## config.mk

```make
export PLATFORM = sky130hd
export DESIGN_NAME = sd_card_cmd_responder
export DESIGN_NICKNAME = d
export VERILOG_FILES = /design/src/rtl/sd_card_cmd_responder.sv
export SDC_FILE = /design/constraint.sdc
export NUM_CORES = 1
export LEC_CHECK = 0
export CORE_MARGIN = 8
export CORE_UTILIZATION = 57
export CTS_CLUSTER_SIZE = 14
export DETAILED_ROUTE_END_ITERATION = 8
export GPL_TIMING_DRIVEN = 0
export PLACE_DENSITY = 0.9
export REMOVE_ABC_BUFFERS = 1
export SLEW_MARGIN = 20
export SYNTH_ARGS = -nofsm -noshare
export SYNTH_HDL_FRONTEND = slang
export SYNTH_SLANG_ARGS = --single-unit
```

## constraint.sdc

```tcl
create_clock -name sd_clock_i -period 7.3 [get_ports sd_clock_i]
set_clock_uncertainty 0.15 [all_clocks]
set_input_delay 2.19 -clock sd_clock_i [delete_from_list [all_inputs] [get_ports sd_clock_i]]
set_output_delay 2.19 -clock sd_clock_i [all_outputs]
set_load 0.05 [all_outputs]
```

## src/rtl/sd_card_cmd_responder.sv

```systemverilog
// Card-side SD CMD-line engine: receives and checks 48-bit host commands, then
// serialises an R1/R3 (48-bit) or R2 (136-bit) response with CRC7 built on the fly.
module sd_card_cmd_responder #(
   parameter int unsigned NCR       = 2,
   parameter int unsigned CNT_WIDTH = 8
) (
   input  logic         sd_clock_i,
   input  logic         reset_ni,
   input  logic         enable_i,
   input  logic         cmd_in_i,
   input  logic [5:0]   resp_index_i,
   input  logic [31:0]  resp_arg_i,
   input  logic         resp_long_i,
   input  logic [119:0] resp_payload_i,
   output logic         cmd_out_o,
   output logic         cmd_oe_o,
   output logic         cmd_valid_o,
   output logic [5:0]   cmd_index_rx_o,
   output logic [31:0]  cmd_arg_rx_o,
   output logic         crc_error_o,
   output logic         busy_o
);

   typedef enum logic [2:0] {StIdle, StReceive, StCheck, StWaitNcr, StSend} state_e;

   localparam logic [CNT_WIDTH-1:0] CntOne     = CNT_WIDTH'(1);
   localparam logic [CNT_WIDTH-1:0] RxCrcEnd   = CNT_WIDTH'(40);
   localparam logic [CNT_WIDTH-1:0] RxLast     = CNT_WIDTH'(47);
   localparam logic [CNT_WIDTH-1:0] NcrLast    = CNT_WIDTH'(NCR - 1);
   localparam logic [CNT_WIDTH-1:0] ShortData  = CNT_WIDTH'(40);
   localparam logic [CNT_WIDTH-1:0] LongData   = CNT_WIDTH'(128);
   localparam logic [CNT_WIDTH-1:0] LongCrcLo  = CNT_WIDTH'(8);
   localparam logic [CNT_WIDTH-1:0] ShortTotal = CNT_WIDTH'(48);
   localparam logic [CNT_WIDTH-1:0] LongTotal  = CNT_WIDTH'(136);

   function automatic logic [6:0] crc7_step(input logic [6:0] crc, input logic b);
      logic fb;
      fb = b ^ crc[6];
      return {crc[5:0], 1'b0} ^ {3'b000, fb, 2'b00, fb};
   endfunction

   state_e                 state_q, state_d;
   logic [CNT_WIDTH-1:0]   cnt_q, cnt_d;
   logic [46:0]            rx_q, rx_d;
   logic [6:0]             crc_q, crc_d;
   logic [127:0]           tx_q, tx_d;
   logic                   long_q, long_d;
   logic                   out_q, out_d;
   logic                   oe_q, oe_d;
   logic                   valid_q, valid_d;
   logic                   err_q, err_d;
   logic [5:0]             idx_q, idx_d;
   logic [31:0]            arg_q, arg_d;

   logic                   rx_good;
   logic [CNT_WIDTH-1:0]   send_data_end, send_crc_lo, send_total;

   // rx_q holds bits 46..0 of the frame; the start bit is implied by entering StReceive.
   assign rx_good       = rx_q[46] && rx_q[0] && (rx_q[7:1] == crc_q);
   assign send_data_end = long_q ? LongData : ShortData;
   assign send_crc_lo   = long_q ? LongCrcLo : '0;
   assign send_total    = long_q ? LongTotal : ShortTotal;

   always_comb begin
      state_d = state_q;
      cnt_d   = cnt_q;
      rx_d    = rx_q;
      crc_d   = crc_q;
      tx_d    = tx_q;
      long_d  = long_q;
      out_d   = out_q;
      oe_d    = oe_q;
      valid_d = 1'b0;
      err_d   = 1'b0;
      idx_d   = idx_q;
      arg_d   = arg_q;
      if (!enable_i) begin
         state_d = StIdle;
         cnt_d   = '0;
         oe_d    = 1'b0;
         out_d   = 1'b1;
      end else begin
         unique case (state_q)
            StIdle: begin
               if (!cmd_in_i) begin
                  state_d = StReceive;
                  cnt_d   = CntOne;
                  rx_d    = '0;
                  crc_d   = crc7_step(7'd0, cmd_in_i);
               end
            end
            StReceive: begin
               rx_d  = {rx_q[45:0], cmd_in_i};
               cnt_d = cnt_q + CntOne;
               if (cnt_q < RxCrcEnd) crc_d = crc7_step(crc_q, cmd_in_i);
               if (cnt_q == RxLast) state_d = StCheck;
            end
            StCheck: begin
               cnt_d = '0;
               if (rx_good) begin
                  valid_d = 1'b1;
                  idx_d   = rx_q[45:40];
                  arg_d   = rx_q[39:8];
                  // CMD0 (GO_IDLE_STATE) never gets a response.
                  if (rx_q[45:40] == 6'd0) state_d = StIdle;
                  else                     state_d = StWaitNcr;
               end else begin
                  err_d   = 1'b1;
                  state_d = StIdle;
               end
            end
            StWaitNcr: begin
               if (cnt_q == NcrLast) begin
                  state_d = StSend;
                  cnt_d   = '0;
                  long_d  = resp_long_i;
                  crc_d   = '0;
                  tx_d    = resp_long_i ? {8'h3F, resp_payload_i}
                                        : {2'b00, resp_index_i, resp_arg_i, 88'd0};
               end else begin
                  cnt_d = cnt_q + CntOne;
               end
            end
            StSend: begin
               oe_d = 1'b1;
               if (cnt_q == send_total) begin
                  state_d = StIdle;
                  oe_d    = 1'b0;
                  out_d   = 1'b1;
               end else begin
                  cnt_d = cnt_q + CntOne;
                  if (cnt_q < send_data_end) begin
                     out_d = tx_q[127];
                     tx_d  = {tx_q[126:0], 1'b0};
                     // R2 header (0,0,111111) is excluded from the CRC.
                     if (cnt_q >= send_crc_lo) crc_d = crc7_step(crc_q, tx_q[127]);
                  end else if (cnt_q < send_total - CntOne) begin
                     out_d = crc_q[6];
                     crc_d = {crc_q[5:0], 1'b0};
                  end else begin
                     out_d = 1'b1;
                  end
               end
            end
            default: state_d = StIdle;
         endcase
      end
   end

   always_ff @(posedge sd_clock_i or negedge reset_ni) begin
      if (!reset_ni) begin
         state_q <= StIdle;
         cnt_q   <= '0;
         rx_q    <= '0;
         crc_q   <= '0;
         tx_q    <= '0;
         long_q  <= 1'b0;
         out_q   <= 1'b1;
         oe_q    <= 1'b0;
         valid_q <= 1'b0;
         err_q   <= 1'b0;
         idx_q   <= '0;
         arg_q   <= '0;
      end else begin
         state_q <= state_d;
         cnt_q   <= cnt_d;
         rx_q    <= rx_d;
         crc_q   <= crc_d;
         tx_q    <= tx_d;
         long_q  <= long_d;
         out_q   <= out_d;
         oe_q    <= oe_d;
         valid_q <= valid_d;
         err_q   <= err_d;
         idx_q   <= idx_d;
         arg_q   <= arg_d;
      end
   end

   assign cmd_out_o      = out_q;
   assign cmd_oe_o       = oe_q;
   assign cmd_valid_o    = valid_q;
   assign crc_error_o    = err_q;
   assign cmd_index_rx_o = idx_q;
   assign cmd_arg_rx_o   = arg_q;
   assign busy_o         = (state_q != StIdle);

endmodule
```

Word level (Yosys, flattened, before mapping)

Cells that the tools add are included.

Reduce and logical (&&, ||, !) cells: 15
Add/subtract/negate cells: 2
Mux-type cells: 45
Equal/unequal tests: 22
$lt $le $gt $ge: 4
Bitwise operators: 4

Operators by type and width:

| cell                                                 | number |
|---|---|
| 2-to-1 mux 128 bit                                   | 3 |
| one-hot mux 128 bit (2 select lines)                 | 1 |
| 2-to-1 mux 126 bit                                   | 1 |
| one-hot mux 47 bit (2 select lines)                  | 1 |
| 2-to-1 mux 7 bit                                     | 7 |
| 2-to-1 mux 8 bit                                     | 6 |
| 2-to-1 mux 47 bit                                    | 1 |
| one-hot mux 8 bit (5 select lines)                   | 1 |
| one-hot mux 7 bit (4 select lines)                   | 1 |
| != test 3 bit (second input constant)                | 7 |
| 2-to-1 mux 3 bit                                     | 6 |
| < comparator 8 bit                                   | 2 |
| one-hot mux 3 bit (5 select lines)                   | 1 |
| 2-to-1 mux 1 bit                                     | 14 |
| XOR 7 x 4 -> 7 bit                                   | 2 |
| AND reduction 3 bit                                  | 4 |
| != test 2 bit (second input constant)                | 5 |
| adder 8 x 1 -> 8 bit (second input constant)         | 1 |
| equality test 8 x 1 -> 1 bit (second input constant) | 1 |
| equality test 8 x 6 -> 1 bit (second input constant) | 1 |
| equality test 8 bit                                  | 1 |
| greater-or-equal comparator 8 x 4 -> 1 bit           | 1 |
| < comparator 8 x 6 -> 1 bit (second input constant)  | 1 |
| AND reduction 8 bit                                  | 1 |
| 18 further kinds                                     | 22 |

Input port bits: 163
Output and inout port bits: 43
Register bits after elaboration: 236
Word-level logic and storage cells: 104

Depth between registers and ports, before layout

Gate-level depths: netlist (run 1).

Word-level depth: 8
Mapped depth: 10
Mapped depth without buffers: 7

Worst setup path after synthesis (run 1)

No wires, ideal clock.

Path kind: input-to-reg
From: in enable_i
To: reg crc_q[0]
Slack: 3.387 ns
Cell stages on the path: 6
Data required time: 7.025 ns
Library setup time: 0.125 ns
Path buffers: 2
Arrival: 3.638 ns
Path through: clkbuf_1 -> inv_1 -> a311o_1 -> or3_1 -> buf_6 -> mux2_4

Word-level cells in the longest chain between the ends: 1

Ends and longest elaborated chain:

| what                                 | line | text |
|---|---|---|
| from (decl)                          | 9    | `input logic enable_i,` |
| AND reduction 8 bit (no source line) | n/a  |  |
| to (signal assigned)                 | 168  | `crc_q <= crc_d;` |
| to (decl)                            | 45   | `logic [6:0] crc_q, crc_d;` |

No other way between the ends.
A chain may end at the register's enable or synchronous reset.

Final worst setup path (run 1)

From: reg state_q[2]
To: out busy_o

Word-level cells in the longest chain between the ends: 1

Ends and longest elaborated chain:

| what                   | line | text |
|---|---|---|
| from (decl)            | 42   | `state_e state_q, state_d;` |
| from (signal assigned) | 152  | `state_q <= StIdle;` |
| from (signal assigned) | 165  | `state_q <= state_d;` |
| nonzero test 3 bit     | 186  | `assign busy_o = (state_q != StIdle);` |
| to (decl)              | 21   | `output logic busy_o` |

No other way between the ends.

==> results of run 1 <==
path summary, 6_finish.rpt:
kind	start	endpoint	slack (ns)	cells after the start
min in group asynchronous	reset_ni	tx_q[72]$_DFFE_PN0P_	1.39	1
min	tx_q[63]$_DFFE_PN0P_	tx_q[63]$_DFFE_PN0P_	0.34	1
max	state_q[2]$_DFFE_PN0P_	busy_o	2.70	2
max in group asynchronous	reset_ni	tx_q[108]$_DFFE_PN0P_	4.78	2
min reg2reg	tx_q[63]$_DFFE_PN0P_	tx_q[63]$_DFFE_PN0P_	0.34	1
max reg2reg	cnt_q[3]$_DFFE_PN0P_	tx_q[113]$_DFFE_PN0P_	3.87	10
critical path, cell delays in order, from the launching register on:
cell             delay, ns
dfrtp_1               0.57
or3_1                 0.43
clkdlybuf4s50_1       0.73
kinds of logic after synthesis:
logic type	Yosys count	share of synthesized area (%)
AO/OA/AOI/OAI	149	9.13
flip-flops	236	51.1
buffers and inverters	93	4.11
XOR/XNOR	11	0.834
adder cells (fa/ha/maj)	8	0.867
multiplexers	200	19.2
AND/OR/NAND/NOR	379	14.8
final cells by class:
| cell class | instances | area [um2] |
|---|---|---|
| clock inverter | 11 | 178 |
| inverter | 12 | 45.0 |
| timing repair buffer | 230 | 2490 |
| clock buffer | 34 | 709 |
| fill | 1298 | 5170 |
| multi-input combinational | 747 | 5200 |
| sequential | 236 | 5910 |
| tap | 270 | 338 |
cell usage in the layout, fill, tap and decap left out, types with 3 or more instances in the layout:
| master | instances |
|---|---|
| buf_4 | 7 |
| clkinv_2 | 3 |
| nand3_1 | 91 |
| o21ai_0 | 48 |
| o21a_1 | 4 |
| clkbuf_8 | 5 |
| mux2_1 | 10 |
| and3_1 | 3 |
| inv_1 | 12 |
| clkbuf_16 | 25 |
| ha_1 | 8 |
| o31ai_1 | 9 |
| nor3b_1 | 3 |
| buf_6 | 7 |
| xor2_1 | 6 |
| xnor2_1 | 5 |
| a21oi_1 | 9 |
| nor2_1 | 11 |
| mux2_2 | 154 |
| a22o_1 | 50 |
| nor3_1 | 4 |
| clkdlybuf4s50_1 | 203 |
| clkbuf_1 | 4 |
| dfrtp_1 | 235 |
| mux2i_1 | 35 |
| bufinv_16 | 4 |
| buf_16 | 10 |
| clkinvlp_4 | 3 |
| o22ai_1 | 4 |
| nor4_1 | 5 |
| nand2_1 | 232 |
| nor2b_1 | 4 |
power breakdown:
group | switching (mW) | total (mW) | internal [mW] | leakage (nW)
combinational | 0.384 | 0.774 | 0.390 | 3.61
clock | 0.522 | 1.35 | 0.826 | 0.427
sequential | 0.133 | 1.64 | 1.50 | 3.23
total | 1.04 | 3.76 | 2.72 | 7.27
registers in the layout, indices dropped and copies added (netlist names), 3 cells and up:
name	flops
cmd_arg_rx_o	32
cmd_index_rx_o	6
cnt_q	8
crc_q	7
rx_q	47
state_q	3
tx_q	128
metrics by stage:
stage               cell area, um2  total power, mW  util [%]
CTS                          14900             3.79      74.2
global route                 14900             3.95      74.2
floorplan                    11100             2.11         -
global placement             13500             2.37      67.4
detailed placement           14000             2.42      69.8
finish                       14900             3.76      74.2
layer usage:
layer  up-vias  track usage, %
li1       4126               -
met1      4417            29.5
met2       262            38.8
met3        59            5.56
met4         8            5.84
met5         -               0
==> load_flow_metrics.sql, run 1 <==
INSERT INTO impl_metrics (metric_group, metric, value, unit) VALUES
('die', 'floorplan.die_area', '0.0251', 'mm2'),
('pwr', 'power_leakage', '7.27', 'nW'),
('route', 'detailed_routing_wirelength_on_met1', '12000', 'um'),
('clock_network', 'clkTransAtPathRegs', '0.06', 'ns'),
('synth', 'synth.area.top_cells', 'dfrtp_1 51%, mux2_2 15%, nand2_1 7.6%', ''),
('clock_network', 'cts_tree', 'done', ''),
('route', 'via_count', '8872', ''),
('synth', 'yosysWarningCount', '0', ''),
('final_layout', 'layout.cells.non_filler', '1540', ''),
('global_routing', 'grt_pass1_wl', '46900', 'um'),
('run_status', 'result_of_the_run', 'completed', ''),
('timing', 'max_freq', '0.217', 'GHz'),
('timing', 'timing.final.hold_violations', '0', ''),
('critical_path', 'critical_path_arrival', '2.26', 'ns'),
('route', 'route.antenna.remaining_nets', '0', ''),
('synth', 'synth_largest_area_cell', 'dfrtp_1', ''),
('pwr', 'powerDensity', '253', 'mW/mm2'),
('timing', 'maxSlewViolCount', '0', ''),
('clock_network', 'cts.path.max_buffers', '3', ''),
('synth', 'synth_area', '0.0115', 'mm2'),
('placed_design', 'dpl.hpwl', '19600', 'um'),
('synth', 'ys_seq_area_share', '51.1', '%'),
('pwr', 'peakVddDrop', '0.171', 'mV'),
('global_routing', 'grt_start_max_net_pins', '102', ''),
('synth', 'ys_async_sr_fraction', '100', '%'),
('clock_network', 'clock_sinks', '236', ''),
('die', 'floorplan.rows', '52', ''),
('critical_path', 'worst_setup_path_end_kind', 'output pin', ''),
('timing', 'worst_slew_margin_rel', '35.5', '%'),
('die', 'design.portCount', '206', ''),
('placed_design', 'place.gp.congestion', '0.872', ''),
('critical_path', 'setup.worst_path.class', 'flip-flop to output pin', ''),
('route', 'starting_drt_drc_count', '746', ''),
('timing', 'post-route-worst-setup-slack', '2.70', 'ns'),
('timing', 'final.min_clock_period', '4.60', 'ns'),
('worst_hold_path', 'type_of_the_tightest_min_delay_check', 'flip-flop to flip-flop', ''),
('die', 'floorplan.initialDensity', '57.6', '%'),
('flow_run', 'cap_violations', '0', ''),
('final_layout', 'antenna_cells_inserted', '0', ''),
('synth', 'synth_cell_types', '65', ''),
('synth', 'ys_seq_elements', '236', ''),
('timing', 'min_period_over_period', '63.0', '%'),
('critical_path', 'element_type_at_the_critical_path_start', 'flip-flop', ''),
('clock_network', 'post_cts.repair.setup_buffers', '0', ''),
('synth', 'syn-mean-instance-area', '10.7', 'um2'),
('clock_network', 'clockRootBuffer', 'clkbuf_16', ''),
('route', 'vias_per_cell', '5.76', ''),
('placed_design', 'numPlacedInstances', '1495', ''),
('final_layout', 'final_layout_size_suffix_gt1_share', '19.1', '%'),
('die', 'die_h', '158', 'um'),
('placed_design', 'quantity_of_i_o_buffers_inserted_on_ports', '205', ''),
('synth', 'yosysMostFrequentCell', 'dfrtp_1', ''),
('die', 'core', '0.0200', 'mm2'),
('clock_network', 'cts_inserted_buffers', '25', ''),
('route', 'first_pass_iters', '5', ''),
('placed_design', 'pre_cts_worst_setup_slack', '2.47', 'ns'),
('timing', 'smallest_hold_slack', '0.343', 'ns'),
('timing', 'timing.setup.tns', '0', 'ns'),
('global_routing', 'first_global_vias', '9093', ''),
('route', 'highest-signal-layer', 'met5', ''),
('global_routing', 'grtUsageTotal', '23.1', '%'),
('global_routing', 'overflow', '0', ''),
('synth', 'ys.flop_type', 'dfrtp_1', ''),
('clock_network', 'ctsResizeCount', '0', ''),
('route', 'wl_per_cell', '18.7', 'um'),
('clock_network', 'clkLatencyLatePin', '0.53', 'ns'),
('global_routing', 'antenna_found_initial', '4', ''),
('synth', 'synth_top_area_share', '50.9', '%'),
('synth', 'post_synth_most_frequent_cells', '235 x dfrtp_1, 234 x nand2_1, 154 x mux2_2, 91 x nand3_1, 50 x a22o_1', ''),
('timing', 'setup_viol', '0', ''),
('timing', 'worst-slew-pin-transition', '0.959', 'ns'),
('clock_network', 'postCtsHoldBufs', '0', ''),
('critical_path', 'required_time_at_the_worst_slack_endpoint', '4.96', 'ns'),
('synth', 'synth_cells', '1076', ''),
('final_layout', 'finalNetCount', '1423', ''),
('route', 'wl', '28900', 'um'),
('clock_network', 'h-tree-depth', '1', ''),
('die', 'chipWidth', '158', 'um'),
('route', 'wl_met2', '13900', 'um'),
('synth', 'edff_count_synth', '0', ''),
('route', 'met3WireLength', '2270', 'um'),
('critical_path', 'critPathMaxFanout', '15', ''),
('final_layout', 'area.growth.synth_to_final', '28.8', '%'),
('route', 'route.detailed.drc', '0', ''),
('timing', 'rsz0062_at_grt', 'false', '');
(Power assumes the default switching activity.)
==> run 2: changes to the inputs <==
- CORE_UTILIZATION: 57 -> 48
- PLACE_DENSITY: 0.9 -> 0.81
- clock period: 7.3 -> 4.1 ns (I/O delays scaled with it)
==> run 2 against run 1 <==
First-iteration DRC count decreased by 30%. Die area is 17% higher. Routed wire length shrank 2.0%. Global-route usage decreased by 3.9 points. Non-clock buffer count stayed put. Hold slack hardly changed. Sequential power up 77%. Sequential share of layout area down 0.59 points. Via count is 2.0% lower.
==> load_flow_metrics.sql, run 2 (synthesis results as in run 1) <==
INSERT INTO impl_metrics (metric_group, metric, value, unit) VALUES
('final_layout', 'final_layout_size_suffix_gt1_share', '19.6', '%'),
('global_routing', 'first_global_vias', '8956', ''),
('timing', 'timing.final.hold_violations', '0', ''),
('die', 'design.portCount', '206', ''),
('pwr', 'p_seq_share', '41.1', '%'),
('timing', 'maxSlewViolCount', '0', ''),
('die', 'chipWidth', '171', 'um'),
('timing', 'min_period_over_period', '91.9', '%'),
('clock_network', 'ctsResizeCount', '0', ''),
('pwr', 'clock_power_share', '39.6', '%'),
('final_layout', 'final.fill_count', '1831', ''),
('timing', 'rsz0062_at_grt', 'false', ''),
('final_layout', 'finalNetCount', '1424', ''),
('route', 'route.detailed.drc', '0', ''),
('route', 'first_pass_iters', '6', ''),
('pwr', 'gate_power_share', '19.4', '%'),
('route', 'route.antenna.remaining_nets', '0', ''),
('critical_path', 'worst_setup_path_end_kind', 'flip-flop', ''),
('global_routing', 'antenna_found_initial', '2', ''),
('timing', 'timing.setup.tns', '0', 'ns'),
('final_layout', 'mostFrequentLayoutCells', '235 x dfrtp_1, 232 x nand2_1, 203 x clkdlybuf4s50_1, 154 x mux2_2, 91 x nand3_1', ''),
('critical_path', 'critPathMaxFanout', '24', ''),
('critical_path', 'critical_path.cell_chain', 'inv_1, ha_1, or4b_4, nor3_4, nor4_1, o21ai_4, buf_16, buf_16, buf_8, mux2_2', ''),
('critical_path', 'max_stage_delay', '0.67', 'ns'),
('timing', 'worst-slew-pin-transition', '0.838', 'ns'),
('clock_network', 'clockRootBuffer', 'clkbuf_16', ''),
('timing', 'setup_viol', '0', ''),
('placed_design', 'quantity_of_i_o_buffers_inserted_on_ports', '205', ''),
('critical_path', 'cp_max_stage_cell', 'o21ai_4', ''),
('clock_network', 'clock_sinks', '236', ''),
('worst_hold_path', 'type_of_the_tightest_min_delay_check', 'flip-flop to flip-flop', ''),
('pwr', 'power_leakage', '7.35', 'nW'),
('clock_network', 'cts_tree', 'done', ''),
('critical_path', 'element_type_at_the_critical_path_start', 'flip-flop', ''),
('critical_path', 'timing.critical_path.buf_inv', '4', ''),
('route', 'via_count', '8693', ''),
('route', 'vias_per_cell', '5.46', ''),
('timing', 'worst_slew_margin_rel', '43.6', '%'),
('critical_path', 'crit_family', 'simple AND/OR/NAND/NOR gates', ''),
('placed_design', 'place.gp.congestion', '0.853', ''),
('clock_network', 'clkTransAtPathRegs', '0.07', 'ns'),
('timing', 'final.min_clock_period', '3.77', 'ns'),
('critical_path', 'setup.worst_path.class', 'flip-flop to flip-flop', ''),
('route', 'wl_per_cell', '17.8', 'um'),
('die', 'floorplan.initialDensity', '49.1', '%'),
('final_layout', 'regMostFlops', 'tx_q', ''),
('pwr', 'power.share.switching', '26.5', '%'),
('clock_network', 'clkLatencyLatePin', '0.53', 'ns'),
('final_layout', 'area.growth.synth_to_final', '30.7', '%'),
('final_layout', 'largest_register_ffs', '128', ''),
('critical_path', 'critPathMostFrequentCell', 'buf_16', ''),
('placed_design', 'dpl.hpwl', '19100', 'um'),
('clock_network', 'cts.path.max_buffers', '3', ''),
('route', 'wl', '28300', 'um'),
('clock_network', 'h-tree-depth', '1', ''),
('final_layout', 'layout.cells.most_common', 'dfrtp_1', ''),
('placed_design', 'pre_cts_worst_setup_slack', '0.249', 'ns'),
('global_routing', 'grtUsageTotal', '19.2', '%'),
('pwr', 'p_sw', '1.87', 'mW'),
('die', 'core', '0.0235', 'mm2'),
('die', 'die_h', '171', 'um'),
('run_status', 'result_of_the_run', 'completed', ''),
('timing', 'post-route-worst-setup-slack', '0.332', 'ns'),
('pwr', 'internal_power', '5.21', 'mW'),
('critical_path', 'critical_path_arrival', '4.02', 'ns'),
('clock_network', 'cts_inserted_buffers', '26', ''),
('timing', 'max_freq', '0.265', 'GHz'),
('global_routing', 'overflow', '0', ''),
('global_routing', 'grt_pass1_wl', '46200', 'um'),
('pwr', 'peakVddDrop', '0.307', 'mV'),
('route', 'starting_drt_drc_count', '521', ''),
('clock_network', 'postCtsHoldBufs', '0', ''),
('die', 'floorplan.rows', '56', ''),
('pwr', 'powerDensity', '469', 'mW/mm2'),
('global_routing', 'grt_start_max_net_pins', '104', ''),
('flow_run', 'cap_violations', '0', ''),
('die', 'floorplan.die_area', '0.0293', 'mm2'),
('critical_path', 'required_time_at_the_worst_slack_endpoint', '4.36', 'ns'),
('clock_network', 'post_cts.repair.setup_buffers', '0', '');
run 2: changes by cell type in the layout (fill, tap and decap cells not counted), sizes merged:
cell,change
diode,+1
clkinv,+2
inv,-1
bufinv,+5
clkbuf,-2
clkinvlp,-1
run 2: worst paths after layout:
check,start,end,slack (ns),cells after the start
setup / recovery,cnt_q[3]$_DFFE_PN0P_,tx_q[38]$_DFFE_PN0P_,0.33,10
hold / removal,tx_q[67]$_DFFE_PN0P_,tx_q[67]$_DFFE_PN0P_,0.34,1
setup reg to reg,cnt_q[3]$_DFFE_PN0P_,tx_q[38]$_DFFE_PN0P_,0.33,10
hold reg to reg,tx_q[67]$_DFFE_PN0P_,tx_q[67]$_DFFE_PN0P_,0.34,1
max in group asynchronous,reset_ni,tx_q[6]$_DFFE_PN0P_,2.52,2
min in group asynchronous,reset_ni,rx_q[1]$_DFFE_PN0P_,0.48,1
run 2: metal layers:
metal	vias to the layer above	routed length [um]	track usage (%)
met5	-	27	0
met4	4	634	4.69
met3	46	2130	5.30
met2	219	13300	31.3
met1	4283	12200	25.0
li1	4141	-	-
run 2: through the flow:
step                instances  hold WS [ns]  util [%]  instance area (um2)  power, mW
floorplan                 995         0.306         -                11100       3.76
global placement         1519         0.324      57.6                13600       4.23
detailed placement       1544         0.331      59.6                14000       4.32
CTS                      1592         0.346      64.1                15100       7.16
global route             1592         0.356      64.1                15100       7.42
finish                   1593         0.343      64.1                15100       7.08
run 2: final cells by class:
| cell class | count | area (um2) | area share, % |
|---|---|---|---|
| antenna | 1 | 2.50 | 0.0166 |
| sequential | 236 | 5910 | 39.1 |
| multi-input combinational | 747 | 5200 | 34.5 |
| inverter | 12 | 45.0 | 0.298 |
| clock inverter | 16 | 325 | 2.16 |
| clock buffer | 32 | 733 | 4.86 |
| tap | 319 | 399 | 2.64 |
| timing repair buffer | 230 | 2480 | 16.4 |
run 2: power groups by stage:
| stage | clock, mW | sequential (mW) | combinational, mW |
|---|---|---|---|
| floorplan | 0 | 2.88 | 0.877 |
| global placement | 0 | 2.92 | 1.31 |
| detailed placement | 0 | 2.94 | 1.38 |
| CTS | 2.87 | 2.91 | 1.39 |
| global route | 2.95 | 2.95 | 1.52 |
| finish | 2.80 | 2.91 | 1.37 |
==> run 3: changes to the inputs <==
- HOLD_SLACK_MARGIN: not set -> 0.15
==> results of run 3 <==
Final layout, timing and power as in run 2 (identical DEF).
